File: config.mk
export PLATFORM = sky130hd
export DESIGN_NAME = sram_port_arbiter_flat
export DESIGN_NICKNAME = d
export VERILOG_FILES = /design/src/rtl/sram_port_arbiter_pkg.sv /design/src/rtl/sram_port_arbiter_if.sv /design/src/rtl/sram_tag_pipe.sv /design/src/rtl/sram_port_arbiter.sv /design/src/flat_wrapper.sv
export SDC_FILE = /design/constraint.sdc
export NUM_CORES = 1
export LEC_CHECK = 0
export ABC_AREA = 1
export CAP_MARGIN = 25
export CORE_AREA = 2 2 107 109
export CTS_BUF_LIST = sky130_fd_sc_hd__clkbuf_4 sky130_fd_sc_hd__clkbuf_8 sky130_fd_sc_hd__clkbuf_16
export DETAILED_ROUTE_END_ITERATION = 12
export DIE_AREA = 0 0 109 111
export HOLD_SLACK_MARGIN = 0.15
export PLACE_DENSITY_LB_ADDON = 0.25
export SYNTH_ARGS = -nofsm -noshare
export SYNTH_HDL_FRONTEND = slang
export SYNTH_SLANG_ARGS = --single-unit
File: constraint.sdc
create_clock -name clk -period 1.3 [get_ports clk]
set_clock_uncertainty 0.2 [all_clocks]
set_input_delay 0.13 -clock clk [delete_from_list [all_inputs] [get_ports clk]]
set_output_delay 0.13 -clock clk [all_outputs]
set_load 0.05 [all_outputs]
File: src/rtl/sram_port_arbiter_pkg.sv
// Shared types and constants for the IF / EX-MEM SRAM port arbiter.
// Tag encodings, the packed memory request layout and the response tag.
package sram_port_arbiter_pkg;

    typedef enum logic {
        SRC_INST = 1'b0,
        SRC_DATA = 1'b1
    } src_e;

    // {en, wen, addr, wdata}
    localparam int MEM_REQ_WD = 1 + 4 + 32 + 32;

    // CTRL's StallBus is one bit wider than before so it can OR in stallreq_for_mem.
    localparam int STALLREQ_MEM_WD = 1;

    typedef struct packed {
        logic        en;
        logic [3:0]  wen;
        logic [31:0] addr;
        logic [31:0] wdata;
    } mem_req_t;

    typedef struct packed {
        logic valid;
        src_e src;
    } tag_t;

endpackage

File: src/rtl/sram_port_arbiter_if.sv
// Bundle of the instruction, data and shared-memory signals around the arbiter.
// The arbiter sits on the slave modport; the core and the SRAM sit on master.
interface sram_port_arbiter_if;
    logic        inst_req;
    logic [31:0] inst_addr;
    logic        inst_addr_ok;
    logic        inst_data_ok;
    logic [31:0] inst_rdata;

    logic        data_req;
    logic [3:0]  data_wen;
    logic [31:0] data_addr;
    logic [31:0] data_wdata;
    logic        data_addr_ok;
    logic        data_data_ok;
    logic [31:0] data_rdata;

    logic        mem_en;
    logic [3:0]  mem_wen;
    logic [31:0] mem_addr;
    logic [31:0] mem_wdata;
    logic [31:0] mem_rdata;

    logic        stallreq_for_mem;

    modport slave (
        input  inst_req, inst_addr, data_req, data_wen, data_addr, data_wdata, mem_rdata,
        output inst_addr_ok, inst_data_ok, inst_rdata,
        output data_addr_ok, data_data_ok, data_rdata,
        output mem_en, mem_wen, mem_addr, mem_wdata, stallreq_for_mem
    );

    modport master (
        output inst_req, inst_addr, data_req, data_wen, data_addr, data_wdata, mem_rdata,
        input  inst_addr_ok, inst_data_ok, inst_rdata,
        input  data_addr_ok, data_data_ok, data_rdata,
        input  mem_en, mem_wen, mem_addr, mem_wdata, stallreq_for_mem
    );
endinterface

File: src/rtl/sram_tag_pipe.sv
// DEPTH-stage shift register of {valid, src} tags that follows each access
// through the SRAM pipeline so its response can be routed back to its source.
module sram_tag_pipe
    import sram_port_arbiter_pkg::*;
#(
    parameter int DEPTH = 1
) (
    input  logic clk,
    input  logic rst,
    input  tag_t tag_in,
    output tag_t tag_out
);

    tag_t [DEPTH-1:0] stage_reg;

    generate
        for (genvar gi = 0; gi < DEPTH; gi++) begin : g_stage
            if (gi == 0) begin : g_head
                always_ff @(posedge clk) begin
                    if (rst) stage_reg[gi] <= '0;
                    else     stage_reg[gi] <= tag_in;
                end
            end else begin : g_body
                always_ff @(posedge clk) begin
                    if (rst) stage_reg[gi] <= '0;
                    else     stage_reg[gi] <= stage_reg[gi-1];
                end
            end
        end
    endgenerate

    assign tag_out = stage_reg[DEPTH-1];

endmodule

File: src/rtl/sram_port_arbiter.sv
// Shares one pipelined single-port SRAM between instruction fetch and data access:
// fixed data priority with an IF starvation guard, in-order response routing.
module sram_port_arbiter
    import sram_port_arbiter_pkg::*;
#(
    parameter int MEM_LAT  = 1,
    parameter int MAX_WAIT = 3
) (
    input  logic                 clk,
    input  logic                 rst,
    sram_port_arbiter_if.slave   bus
);

    localparam logic [3:0] MAX_WAIT_C = 4'(MAX_WAIT);

    logic       grant_inst;
    logic       grant_data;
    logic [3:0] wait_cnt_reg;
    logic [3:0] wait_cnt_next;
    mem_req_t   req;
    tag_t       tag_in;
    tag_t       tag_last;
    logic       resp_inst;
    logic       resp_data;

    // Nothing is granted while in reset, which also forces every request-side output low.
    always_comb begin
        grant_inst = 1'b0;
        grant_data = 1'b0;
        if (!rst) begin
            if (bus.data_req && bus.inst_req) begin
                if (wait_cnt_reg == MAX_WAIT_C) grant_inst = 1'b1;
                else                            grant_data = 1'b1;
            end else if (bus.data_req) begin
                grant_data = 1'b1;
            end else if (bus.inst_req) begin
                grant_inst = 1'b1;
            end
        end
    end

    always_comb begin
        req = '0;
        if (grant_data) begin
            req.en    = 1'b1;
            req.wen   = bus.data_wen;
            req.addr  = bus.data_addr;
            req.wdata = bus.data_wdata;
        end else if (grant_inst) begin
            req.en    = 1'b1;
            req.addr  = bus.inst_addr;
        end
    end

    assign bus.mem_en    = req.en;
    assign bus.mem_wen   = req.wen;
    assign bus.mem_addr  = req.addr;
    assign bus.mem_wdata = req.wdata;

    assign bus.inst_addr_ok     = grant_inst;
    assign bus.data_addr_ok     = grant_data;
    assign bus.stallreq_for_mem = !rst && ((bus.inst_req && !grant_inst) ||
                                           (bus.data_req && !grant_data));

    // Counts consecutive cycles IF was refused; saturates at the starvation limit.
    always_comb begin
        wait_cnt_next = wait_cnt_reg;
        if (!bus.inst_req || grant_inst) wait_cnt_next = 4'd0;
        else if (wait_cnt_reg < MAX_WAIT_C) wait_cnt_next = wait_cnt_reg + 4'd1;
    end

    always_ff @(posedge clk) begin
        if (rst) wait_cnt_reg <= 4'd0;
        else     wait_cnt_reg <= wait_cnt_next;
    end

    assign tag_in.valid = req.en;
    assign tag_in.src   = grant_data ? SRC_DATA : SRC_INST;

    sram_tag_pipe #(
        .DEPTH (MEM_LAT)
    ) u_tag_pipe (
        .clk     (clk),
        .rst     (rst),
        .tag_in  (tag_in),
        .tag_out (tag_last)
    );

    assign resp_inst = !rst && tag_last.valid && (tag_last.src == SRC_INST);
    assign resp_data = !rst && tag_last.valid && (tag_last.src == SRC_DATA);

    assign bus.inst_data_ok = resp_inst;
    assign bus.data_data_ok = resp_data;
    assign bus.inst_rdata   = resp_inst ? bus.mem_rdata : 32'd0;
    assign bus.data_rdata   = resp_data ? bus.mem_rdata : 32'd0;

endmodule

File: src/flat_wrapper.sv
// flat-port wrapper written by rule: the top's interface ports become plain ports
module sram_port_arbiter_flat import sram_port_arbiter_pkg::*;
#(
    parameter int MEM_LAT  = 1,
    parameter int MAX_WAIT = 3
)
  (clk, rst, bus_inst_req, bus_inst_addr, bus_data_req, bus_data_wen, bus_data_addr, bus_data_wdata, bus_mem_rdata, bus_inst_addr_ok, bus_inst_data_ok, bus_inst_rdata, bus_data_addr_ok, bus_data_data_ok, bus_data_rdata, bus_mem_en, bus_mem_wen, bus_mem_addr, bus_mem_wdata, bus_stallreq_for_mem);
  sram_port_arbiter_if bus_i ();
  input  logic clk;
  input  logic rst;
  input wire logic [$bits(bus_i.inst_req)-1:0] bus_inst_req;
  input wire logic [$bits(bus_i.inst_addr)-1:0] bus_inst_addr;
  input wire logic [$bits(bus_i.data_req)-1:0] bus_data_req;
  input wire logic [$bits(bus_i.data_wen)-1:0] bus_data_wen;
  input wire logic [$bits(bus_i.data_addr)-1:0] bus_data_addr;
  input wire logic [$bits(bus_i.data_wdata)-1:0] bus_data_wdata;
  input wire logic [$bits(bus_i.mem_rdata)-1:0] bus_mem_rdata;
  output wire logic [$bits(bus_i.inst_addr_ok)-1:0] bus_inst_addr_ok;
  output wire logic [$bits(bus_i.inst_data_ok)-1:0] bus_inst_data_ok;
  output wire logic [$bits(bus_i.inst_rdata)-1:0] bus_inst_rdata;
  output wire logic [$bits(bus_i.data_addr_ok)-1:0] bus_data_addr_ok;
  output wire logic [$bits(bus_i.data_data_ok)-1:0] bus_data_data_ok;
  output wire logic [$bits(bus_i.data_rdata)-1:0] bus_data_rdata;
  output wire logic [$bits(bus_i.mem_en)-1:0] bus_mem_en;
  output wire logic [$bits(bus_i.mem_wen)-1:0] bus_mem_wen;
  output wire logic [$bits(bus_i.mem_addr)-1:0] bus_mem_addr;
  output wire logic [$bits(bus_i.mem_wdata)-1:0] bus_mem_wdata;
  output wire logic [$bits(bus_i.stallreq_for_mem)-1:0] bus_stallreq_for_mem;
  assign bus_i.inst_req = bus_inst_req;
  assign bus_i.inst_addr = bus_inst_addr;
  assign bus_i.data_req = bus_data_req;
  assign bus_i.data_wen = bus_data_wen;
  assign bus_i.data_addr = bus_data_addr;
  assign bus_i.data_wdata = bus_data_wdata;
  assign bus_i.mem_rdata = bus_mem_rdata;
  assign bus_inst_addr_ok = bus_i.inst_addr_ok;
  assign bus_inst_data_ok = bus_i.inst_data_ok;
  assign bus_inst_rdata = bus_i.inst_rdata;
  assign bus_data_addr_ok = bus_i.data_addr_ok;
  assign bus_data_data_ok = bus_i.data_data_ok;
  assign bus_data_rdata = bus_i.data_rdata;
  assign bus_mem_en = bus_i.mem_en;
  assign bus_mem_wen = bus_i.mem_wen;
  assign bus_mem_addr = bus_i.mem_addr;
  assign bus_mem_wdata = bus_i.mem_wdata;
  assign bus_stallreq_for_mem = bus_i.stallreq_for_mem;
  sram_port_arbiter #(.MEM_LAT(MEM_LAT), .MAX_WAIT(MAX_WAIT)) u_core (.clk(clk), .rst(rst), .bus(bus_i));
endmodule
# After elaboration in Yosys (flattened, before gate mapping)
# Index checks and enable logic that the tools add are counted.
# Widths: inputs -> output; s select.
# op_classes
add_sub_neg	1
magnitude_cmp	1
n_eq_ne	1
mux	18
bitwise_logic	1
reduce_logical	14
# op_table
cell	count
$mux 32	5
$mux 1	12
$logic_and 1x1->1	7
$add 4x1->4 const B	1
$eq 4x2->1 const B	1
$logic_not 1->1	4
$lt 4x2->1 const B	1
$mux 4	1
$logic_or 1x1->1	2
$reduce_or 2->1	1
$not 1->1	1
# totals
reg_bits	6
in_bits	136
output_inout_bits	138
wordCells	39

# Longest topological paths before layout
# depth
depth_word	8
depth_mapped	6
mapped_depth_nobuf	6

# Hierarchy
# From an unflattened synthesis, not the netlist that was laid out.
# unflattened
cells_unflattened	328
hier_area_um2	1514.0
# modules_own_cells
mod	n_inst	cells_each	area_each_um2	seq_area_each_um2
sram_port_arbiter	1	322	1458.9	80.1
sram_tag_pipe	1	6	55.1	40.0

# Worst setup path before layout
# No wires, ideal clock.
# synth_timing
kind	reg-to-output
from	reg u_core.wait_cnt_reg[0]
to	out bus_inst_addr_ok
t_arrival_ns	1.736
required_ns	0.970
slack_ns	-0.766
stages_incl_launch_ff	4
n_path_buf	0
path_cell_list	dfxtp_1 ha_1 nand2_1 a21boi_0
# synth_via
elab_chain_len	4
# synth_rtl
item	line_no	source
from (decl)	sram_port_arbiter.sv:18	logic [3:0] wait_cnt_reg;
from (signal assigned)	sram_port_arbiter.sv:74	else wait_cnt_reg <= wait_cnt_next;
$eq 4x2->1	sram_port_arbiter.sv:32	if (wait_cnt_reg == MAX_WAIT_C) grant_inst = 1'b1;
$mux 1	sram_port_arbiter.sv:32	
$mux 1	sram_port_arbiter.sv:31	if (bus.data_req && bus.inst_req) begin
$mux 1	sram_port_arbiter.sv:30	if (!rst) begin
to (decl)	flat_wrapper.sv:18	output wire logic [$bits(bus_i.inst_addr_ok)-1:0] bus_inst_addr_ok;
# No other way between the ends.

# Worst setup path after layout
# layout_timing
from	reg u_core.wait_cnt_reg[1]
to	out bus_mem_wdata[1]
# layout_via
elab_chain_len	5
# layout_rtl
item	line_no	source
$eq 4x2->1	sram_port_arbiter.sv:32	
$mux 1	sram_port_arbiter.sv:32	
$mux 1	sram_port_arbiter.sv:31	
$mux 1	sram_port_arbiter.sv:30	
$mux 32	sram_port_arbiter.sv:44	if (grant_data) begin
to (decl)	flat_wrapper.sv:27	output wire logic [$bits(bus_i.mem_wdata)-1:0] bus_mem_wdata;
# No other way between the ends.

==> impl_metrics.tcl <==
set metrics [dict create \
    core_um2 11100 \
    cts_tree "yes" \
    criticalPathCategory "flop to output pin" \
    clk_path_buf_depth 2 \
    synthSimpleGateAreaFrac 0.610 \
    fin_ws_ns -0.486 \
    maxCapViolations 0 \
    synth_top_family_by_area "simple AND/OR/NAND/NOR gates" \
    nNetsFinal 760 \
    clkPwrFrac 0.157 \
    r2r_start "u_core.wait_cnt_reg[1]$_SDFFE_PP0N_" \
    clk_pin_slew_ns 0.03 \
    antenna_found_initial 0 \
    switching_power_w 0.00135 \
    portBuffers 273 \
    min_path_type "input port to flop" \
    io_pins 274 \
    placedCellCount 747 \
    drt-pass1-iter-count 4 \
    setup_tns_ns -46.81 \
    r2r_slack_ns -0.10 \
    largest_reg_flops 4 \
    clock_sinks 6 \
    grt_usage 0.177 \
    min_path_cells 4 \
    synth_mux_area_frac 0 \
    diodes 0 \
    die_area_um2 12100 \
    overflow 0 \
    num_rows 39 \
    whs_endpoint "u_core.wait_cnt_reg[2]$_SDFFE_PP0N_" \
    final_cells 764 \
    slowest_stage "dfxtp_2" \
    antenna_left 0 \
    synth-seq-cells 6 \
    fin_crit_ns 1.79 \
    combPwrFrac 0.781 \
    synthTopCellsByArea "nor2_1 (26%), nand3_1 (22%), inv_1 (19%), nand2_1 (9.5%), dfxtp_1 (8.0%)" \
    power_frac_seq 0.062 \
    layout_commonest_cell "buf_12" \
    synthAdderAreaFrac 0.00830 \
    finalHoldViolations 0 \
    slowest_delay_ns 0.33 \
    maxSlewViolCount 0 \
    synth_xor_area_frac 0.00581 \
    failed_checks "setup timing" \
    die_h_um 111 \
    grt_pass1_vias 3508 \
    holdWs_ns 0.137 \
    ys_types 19 \
    rsz0062_at_grt "yes" \
    worstHoldStart "bus_data_req" \
    critPathLaunchType "flop" \
    cp.required_ns 0.97 \
    drtIter0Drc 68 \
    cp_data_arrival_time_ns 1.46 \
    post-route-util 0.682 \
    critical_path.cell_chain "ha_4 -> nand3_4 -> nand2_8 -> buf_16 -> nor2_4 -> buf_12" \
    ys_async_sr_fraction 0 \
    grt_max_degree 33 \
    yosysTopAreaCellShare 0.259 \
    vias 3211 \
    syn_nets 465 \
    area_growth_pct 401 \
    maxClockFrequency_ghz 0.560 \
    relSlewSlack 0.854 \
    drc_errors 0 \
    synth_area_um2 1510 \
    clock-root-buffer "clkbuf_16" \
    gp_congestion 0.823 \
    dp_hpwl_mm 8.98 \
    setup_viol 141 \
    power.density_nw_per_um2 421 \
    status "finished, violations left" \
    clk_latency_ns 0.23 \
    viasPerCell 4.20 \
    ys_warn_count 0 \
    syn_area_per_cell_um2 4.60 \
    tightest_slew_ns 0.219 \
    synth-edff-count 0 \
    drive_above_1_share 0.578 \
    wire_per_inst_um 14.3 \
    rr_worst_depth 5 \
    endpoint_kind "output pin" \
    fp.dieW_um 109 \
    yosys.area.top_type "nor2_1" \
    intPower_w 0.00183 \
    synth_compound_area_frac 0.0116 \
    p_sw_frac 0.425 \
    syn-instance-count 328 \
    grt_pass1_wl_mm 17.2 \
    htreeDepth 1 \
    drt_wl_total_mm 10.9 \
    r2r-end "u_core.u_tag_pipe.tag_out[0]$_SDFF_PP0_" \
    synth_seq_area_share 0.0797 \
    vdd_ir_drop_max_uv 294 \
    layout_common_cells "buf_12 (147), clkdlybuf4s50_1 (132), nor2_4 (103)" \
    cts_made_buffers 3 \
    initial_core_util 0.136 \
    ys.flop_type "dfxtp_1" \
    crit_fanout 13 \
    finalCritPeriodShare 1.37 \
    p_leak_nw 3.08 \
]
==> what timing repair did <==
action / in CTS / in global routing
cloned: 6 / 3
endpoints found under the setup margin: 143 / 142
pin swaps: 10 / 19
buffers inserted: 7 / 5
hold buffers: 1 / 0
gates resized for setup: 61 / 46
hold endpoints to repair: 1 / 0
==> logic make-up after synthesis <==
group,count (synthesis)
compound gates,3
xor+xnor,1
fa+ha+maj,1
buf+inv,102
flops,6
simple gates,215
==> stage by stage <==
| step | area [um^2] | power (W) | worst slack [ns] |
|---|---|---|---|
| final | 7560 | 0.00318 | -0.486 |
| after global routing | 7560 | 0.00331 | -0.538 |
| after CTS | 7450 | 0.00318 | -0.498 |
| after detailed placement | 6930 | 0.00254 | -0.550 |
| after global placement | 6930 | 0.00251 | -0.521 |
| after floorplan | 2540 | 0.00129 | -0.261 |
==> synth_stat cells (2+ instances only) <==
cell / instances
a21oi_1: 2
buf_2: 13
nor2_4: 2
inv_2: 2
buf_4: 4
clkbuf_1: 3
nor2_1: 104
nand3_1: 67
dfxtp_1: 6
nand2_1: 38
inv_1: 78
buf_6: 2
==> layout make-up <==
type,instances,area [um^2]
multi-input cells,220,2170
repair buffers,312,4690
inverters,80,314
fillers,772,3520
flip-flops and latches,6,129
clock buffers,3,75.1
well taps,143,179
==> per-layer routing <==
layer / wire length [um] / vias to the layer above / share of wire / global-route usage
li1: - / 1557 / - / -
met1: 3170 / 1448 / 0.29 / 0.163
met2: 6230 / 192 / 0.57 / 0.354
met3: 1310 / 14 / 0.12 / 0.0623
met4: 221 / 0 / 0.020 / 0.0427
met5: 0 / - / 0 / 0
==> critical path: cells and delay by family (launching register included) <==
family | cells | cell delay (ns)
adders and majority gates | 1 | 0.17
buffers and inverters | 2 | 0.34
DFF | 1 | 0.33
and+or+nand+nor | 3 | 0.37
==> how the worst max path moves through the flow <==
stage                                              startpoint          endpoint  slack (ns)  depth (start not counted)
after global placement                           bus_inst_req  bus_inst_addr_ok       -0.52                          6
after detailed placement                                  rst  bus_mem_addr[25]       -0.55                          6
after CTS                 u_core.wait_cnt_reg[1]$_SDFFE_PP0N_  bus_data_addr_ok       -0.50                          6
after global routing      u_core.wait_cnt_reg[2]$_SDFFE_PP0N_  bus_mem_addr[28]       -0.54                          7
final                     u_core.wait_cnt_reg[1]$_SDFFE_PP0N_  bus_mem_wdata[1]       -0.49                          6
after floorplan           u_core.wait_cnt_reg[2]$_SDFFE_PP0N_  bus_data_addr_ok       -0.26                          6
==> power groups by stage <==
| stage | Combinational (W) | Clock, W | Sequential (W) |
|---|---|---|---|
| floorplan | 0.00109 | 0 | 0.000198 |
| global placement | 0.00231 | 0 | 0.000200 |
| detailed placement | 0.00234 | 0 | 0.000200 |
| CTS | 0.00247 | 0.000506 | 0.000197 |
| global route | 0.00259 | 0.000525 | 0.000198 |
| finish | 0.00248 | 0.000499 | 0.000197 |
(Power assumes the default switching activity.)
